==> src/rtl/sipo_rx_if.sv <==
// Parallel-side and serial-line signals of the sipo_rx frame receiver.
// master = line driver / consumer, slave = the receiver.
interface sipo_rx_if #(
   parameter int DATA_W = 8
);
   logic              En;
   logic              S_In;
   logic              Ack;
   logic [DATA_W-1:0] D_Out;
   logic              Valid;
   logic              Busy;
   logic              Frame_Err;
   logic              Overrun;

   modport master (
      output En, S_In, Ack,
      input  D_Out, Valid, Busy, Frame_Err, Overrun
   );

   modport slave (
      input  En, S_In, Ack,
      output D_Out, Valid, Busy, Frame_Err, Overrun
   );
endinterface

==> src/rtl/sipo_rx.sv <==
// Serial-to-parallel frame receiver: start bit, DATA_W data bits LSB first,
// optional stop-bit check, one-word holding register with Valid/Ack handoff.
module sipo_rx #(
   parameter int DATA_W     = 8,
   parameter bit CHECK_STOP = 1'b1
) (
   input logic     CLK,
   input logic     RST,
   sipo_rx_if.slave bus
);
   localparam int                CNT_W    = (DATA_W > 1) ? $clog2(DATA_W) : 1;
   localparam logic [CNT_W-1:0] CNT_LAST = CNT_W'(DATA_W - 1);
   localparam logic [CNT_W-1:0] CNT_ONE  = CNT_W'(1);

   typedef enum logic [1:0] {
      ST_IDLE = 2'd0,
      ST_DATA = 2'd1,
      ST_STOP = 2'd2
   } state_e;

   state_e            state_q, state_d;
   logic [CNT_W-1:0]  cnt_q, cnt_d;
   logic [DATA_W-1:0] shift_q, shift_d;
   logic [DATA_W-1:0] dout_q, dout_d;
   logic              valid_q, valid_d;
   logic              busy_q, busy_d;
   logic              ferr_q, ferr_d;
   logic              ovr_q, ovr_d;
   logic              done_s;
   logic [DATA_W-1:0] word_s;

   // Next-state logic: frame sequencing, then delivery into the holding register.
   always_comb begin
      state_d = state_q;
      cnt_d   = cnt_q;
      shift_d = shift_q;
      done_s  = 1'b0;
      word_s  = shift_q;
      ferr_d  = 1'b0;
      dout_d  = dout_q;
      valid_d = valid_q;
      ovr_d   = ovr_q;

      if (!bus.En) begin
         state_d = ST_IDLE;
         cnt_d   = '0;
         shift_d = '0;
      end else begin
         case (state_q)
            ST_IDLE: begin
               if (!bus.S_In) begin
                  state_d = ST_DATA;
                  cnt_d   = '0;
                  shift_d = '0;
               end else begin
                  state_d = ST_IDLE;
               end
            end
            ST_DATA: begin
               shift_d[cnt_q] = bus.S_In;
               if (cnt_q == CNT_LAST) begin
                  cnt_d = '0;
                  if (CHECK_STOP) begin
                     state_d = ST_STOP;
                  end else begin
                     state_d = ST_IDLE;
                     done_s  = 1'b1;
                     word_s  = shift_d;
                  end
               end else begin
                  cnt_d = cnt_q + CNT_ONE;
               end
            end
            ST_STOP: begin
               // A low stop bit drops the word and is never taken as a new start bit.
               state_d = ST_IDLE;
               if (bus.S_In) begin
                  done_s = 1'b1;
               end else begin
                  ferr_d = 1'b1;
               end
            end
            default: begin
               state_d = ST_IDLE;
               cnt_d   = '0;
               shift_d = '0;
            end
         endcase
      end

      // Same-cycle Ack frees the holding register for the word completing now.
      if (done_s) begin
         if (!valid_q || bus.Ack) begin
            dout_d  = word_s;
            valid_d = 1'b1;
         end else begin
            ovr_d = 1'b1;
         end
      end else if (bus.Ack) begin
         valid_d = 1'b0;
      end else begin
         valid_d = valid_q;
      end

      busy_d = (state_d != ST_IDLE);
   end

   // State and output registers with synchronous active-low reset.
   always_ff @(posedge CLK) begin
      if (!RST) begin
         state_q <= ST_IDLE;
         cnt_q   <= '0;
         shift_q <= '0;
         dout_q  <= '0;
         valid_q <= 1'b0;
         busy_q  <= 1'b0;
         ferr_q  <= 1'b0;
         ovr_q   <= 1'b0;
      end else begin
         state_q <= state_d;
         cnt_q   <= cnt_d;
         shift_q <= shift_d;
         dout_q  <= dout_d;
         valid_q <= valid_d;
         busy_q  <= busy_d;
         ferr_q  <= ferr_d;
         ovr_q   <= ovr_d;
      end
   end

   assign bus.D_Out     = dout_q;
   assign bus.Valid     = valid_q;
   assign bus.Busy      = busy_q;
   assign bus.Frame_Err = ferr_q;
   assign bus.Overrun   = ovr_q;
endmodule

==> src/flat_wrapper.sv <==
// flat-port wrapper written by rule: the top's interface ports become plain ports
module sipo_rx_flat 
#(
   parameter int DATA_W     = 8,
   parameter bit CHECK_STOP = 1'b1
)
  (CLK, RST, bus_En, bus_S_In, bus_Ack, bus_D_Out, bus_Valid, bus_Busy, bus_Frame_Err, bus_Overrun);
  sipo_rx_if #(.DATA_W(DATA_W)) bus_i ();
  input logic CLK;
  input logic RST;
  input wire logic [$bits(bus_i.En)-1:0] bus_En;
  input wire logic [$bits(bus_i.S_In)-1:0] bus_S_In;
  input wire logic [$bits(bus_i.Ack)-1:0] bus_Ack;
  output wire logic [$bits(bus_i.D_Out)-1:0] bus_D_Out;
  output wire logic [$bits(bus_i.Valid)-1:0] bus_Valid;
  output wire logic [$bits(bus_i.Busy)-1:0] bus_Busy;
  output wire logic [$bits(bus_i.Frame_Err)-1:0] bus_Frame_Err;
  output wire logic [$bits(bus_i.Overrun)-1:0] bus_Overrun;
  assign bus_i.En = bus_En;
  assign bus_i.S_In = bus_S_In;
  assign bus_i.Ack = bus_Ack;
  assign bus_D_Out = bus_i.D_Out;
  assign bus_Valid = bus_i.Valid;
  assign bus_Busy = bus_i.Busy;
  assign bus_Frame_Err = bus_i.Frame_Err;
  assign bus_Overrun = bus_i.Overrun;
  sipo_rx #(.DATA_W(DATA_W), .CHECK_STOP(CHECK_STOP)) u_core (.CLK(CLK), .RST(RST), .bus(bus_i));
endmodule
==> config.mk <==
export PLATFORM = sky130hd
export DESIGN_NAME = sipo_rx_flat
export DESIGN_NICKNAME = d
export VERILOG_FILES = /design/src/rtl/sipo_rx_if.sv /design/src/rtl/sipo_rx.sv /design/src/flat_wrapper.sv
export SDC_FILE = /design/constraint.sdc
export NUM_CORES = 1
export LEC_CHECK = 0
export CORE_MARGIN = 1.5
export CORE_UTILIZATION = 51
export DETAILED_ROUTE_END_ITERATION = 6
export GPL_TIMING_DRIVEN = 0
export PLACE_DENSITY_LB_ADDON = 0.08
export SLEW_MARGIN = 20
export SYNTH_ARGS = -nofsm -noshare
export SYNTH_HDL_FRONTEND = slang
export SYNTH_SLANG_ARGS = --single-unit
export TNS_END_PERCENT = 100
==> constraint.sdc <==
create_clock -name CLK -period 1.39 [get_ports CLK]
set_input_delay 0.278 -clock CLK [delete_from_list [all_inputs] [get_ports CLK]]
set_output_delay 0.278 -clock CLK [all_outputs]
set_load 0.005 [all_outputs]
==> impl_results.md <==
- Slew margin rel.: 74.6%
- Clock power frac: 29.9%
- Total CTS buffers: 3
- DP HPWL: 1.40 mm
- Required @ worst endpoint: 1.66 ns
- Period utilization: 95.4%
- Internal Power: 0.859 mW
- CTS tree: yes
- Antenna viol nets, final: 0
- Final Max Tran Viols: 0
- Fin nets: 133
- Area grow syn2layout: 22.8%
- Post-Route WL: 1.84 mm
- Number of max-cap violations: 0
- Drt pass-1 iters: 4
- Gr usage total: 17.2%
- #FFs+latches synth: 25
- Yosys warning count: 0
- CTS H-tree depth: 1
- Reg power frac: 64.6%
- Starting density of the core: 54.0%
- Pwr dens: 871 mW/mm²
- Clk sinks: 25
- Total core area: 0.00194 mm²
- Syn Inst Count: 103
- Switching power of the nets: 0.262 mW
- CTS Hold Bufs: 0
- Layout cells sized above 1: 21.6%
- Most frequent cells in the layout: 20 x nand2_1, 15 x dfxtp_1, 12 x dlygate4sd2_1
- First-pass GRT wire length: 3.21 mm
- Clk slew on worst S/H paths: 0.14 ns
- Sequential element share of the synthesized area: 47.7%
- Worst Slack Setup Final: 0.0635 ns
- # DRC: 0
- Die width: 48.3 µm
- Wirelength per Cell: 12.1 µm
- Register area: 513 µm²
- P_leak: 0.515 nW
- Worst Skew: 0.00331 ns
- Sw frac: 23.4%
- Final core occ: 66.3%
- Most common cell after layout, fill and taps aside: nand2_1
- Die area: 0.00234 mm²
- Fillers: 181
- Via count: 791
- Worst Hold Class: input pin to register
- Gp weighted congestion: 0.775
- Endpoint type of the worst setup path: register
- Status: completed
- FP Rows: 16
- Syn avg cell area: 10.2 µm²
- Initial antenna violation count: 0
- # port buffers: 16
- Syn_nets: 110
- Iteration-0 DRC Markers: 4
- Die height: 48.3 µm
- Worst VDD drop: 0.000539 V
- Worst EP arrival: 1.60 ns
- Final min period: 1.33 ns
- Clk buf depth: 2
- Vias in the first global route: 727
- Skew-Pair Late Insertion Delay: 0.32 ns
- Comb pwr share: 5.5%
- Pin count of the biggest net entering global routing: 16
- Unique masters post-synth: 29
- Post-place setup slack: -0.316 ns
- Worst hold slack: 0.276 ns
- Critical Path Fanout Max: 8
- Total grt overflow: 0
- Fmax achieved: 0.754 GHz
- Diode count: 0
- Via/cell ratio: 5.20
- Worst Setup Path Type: input pin to register
- Slew @ Worst Pin: 0.380 ns
- IO Pins: 17
- CP Launch Type: input pin
- Final number of hold-violating endpoints: 0
- CTS Root Buffer Type: clkbuf_4
- Post-Syn Area: 0.00105 mm²
- # setup viols final: 0
- Multi-input gate area: 512 µm²
- RSZ-0062 raised after global routing: no
==> state kept, by name, summed over array words and instances, names as in the netlist <==
name and flops:
u_core.bus.D_Out 8, u_core.shift_q 8, u_core.cnt_q 3, u_core.state_q 2, u_core.bus.Busy 1, u_core.bus.Frame_Err 1, u_core.bus.Overrun 1, u_core.bus.Valid 1
==> power groups by stage <==
stage                     clock network, mW  logic [mW]  registers, mW
after CTS                             0.337      0.0629          0.724
final                                 0.335      0.0621          0.725
after floorplan                           0      0.0386          0.740
after global routing                  0.374      0.0685          0.725
after detailed placement                  0      0.0636          0.741
after global placement                    0      0.0624          0.741
==> worst max-delay path: stages <==
cell	delay, ns
clkdlybuf4s50_1	0.49
nand2_1	0.20
a211oi_4	0.39
a32o_1	0.24
==> logic make-up after synthesis <==
group                      synth area share, %
and+or+nand+nor                           23.4
DFF                                       47.7
AOI/OAI and AO/OA                         15.4
muxes                                     7.64
buffers and inverters                     3.46
adders and majority gates                 2.39
==> per-layer routing <==
| metal | routed length (µm) | vias to the layer above | track usage (%) |
|---|---|---|---|
| met5 | 0 | - | 0 |
| met4 | 31 | 0 | 7.14 |
| met3 | 45 | 4 | 2.78 |
| met2 | 876 | 10 | 29.2 |
| met1 | 885 | 367 | 21.8 |
| li1 | - | 410 | - |
==> area by class of cell <==
type                    instances  share of cell area, %
clock buffers                   3                   1.75
repair buffers                 18                   12.6
plain buffers                   5                   2.82
flip-flops and latches         25                   39.8
well taps                      27                   2.62
clock inverters                 1                  0.583
multi-input cells              73                   39.7
==> synth_stat cells, drive strengths merged <==
cell type / n / share of area [%]
and3b: 1 / 1.2
mux2i: 8 / 7.6
nand2b: 1 / 0.60
a21boi: 3 / 2.1
a211oi: 1 / 1.9
ha: 2 / 2.4
nand3: 4 / 1.9
a32o: 7 / 6.7
o21ba: 1 / 0.95
and2b: 2 / 1.7
and3: 1 / 1.1
a22oi: 3 / 2.1
buf: 5 / 3.5
dfxtp: 25 / 48
nor2b: 4 / 2.4
a22o: 1 / 0.84
and2: 2 / 1.2
and4b: 1 / 0.95
nor3: 2 / 1.4
o21a: 1 / 0.72
nand4b: 1 / 0.84
nand2: 20 / 7.2
nor4b: 1 / 0.84
nor2: 6 / 2.1
==> path summary, 6_finish.rpt <==
| path | startpoint | end | cells past startpoint | slack, ns |
|---|---|---|---|---|
| max | bus_En | u_core.shift_q[1] | 4 | 0.06 |
| min | bus_S_In | u_core.bus.Frame_Err | 2 | 0.28 |
| max reg2reg | u_core.cnt_q[0] | u_core.cnt_q[2] | 4 | 0.13 |
| min reg2reg | u_core.bus.D_Out[5] | u_core.bus.D_Out[5] | 2 | 0.46 |
==> repair_timing <==
item | in CTS | in global routing
endpoints found under the hold margin | 0 | 0
gates resized for setup | 22 | 1
setup buffers | 2 | 0
setup endpoints to repair | 12 | 15
pin swaps | 0 | 1
==> metrics by stage <==
| step | area, µm² | cells | power [mW] | TNS [ns] |
|---|---|---|---|---|
| after floorplan | 1050 | 103 | 0.779 | 0 |
| after global placement | 1240 | 146 | 0.803 | -4.33 |
| after detailed placement | 1240 | 146 | 0.804 | -4.86 |
| after CTS | 1280 | 152 | 1.12 | 0 |
| after global routing | 1290 | 152 | 1.17 | 0 |
| final | 1290 | 152 | 1.12 | 0 |
No activity file was read; power rests on OpenSTA's default activity.
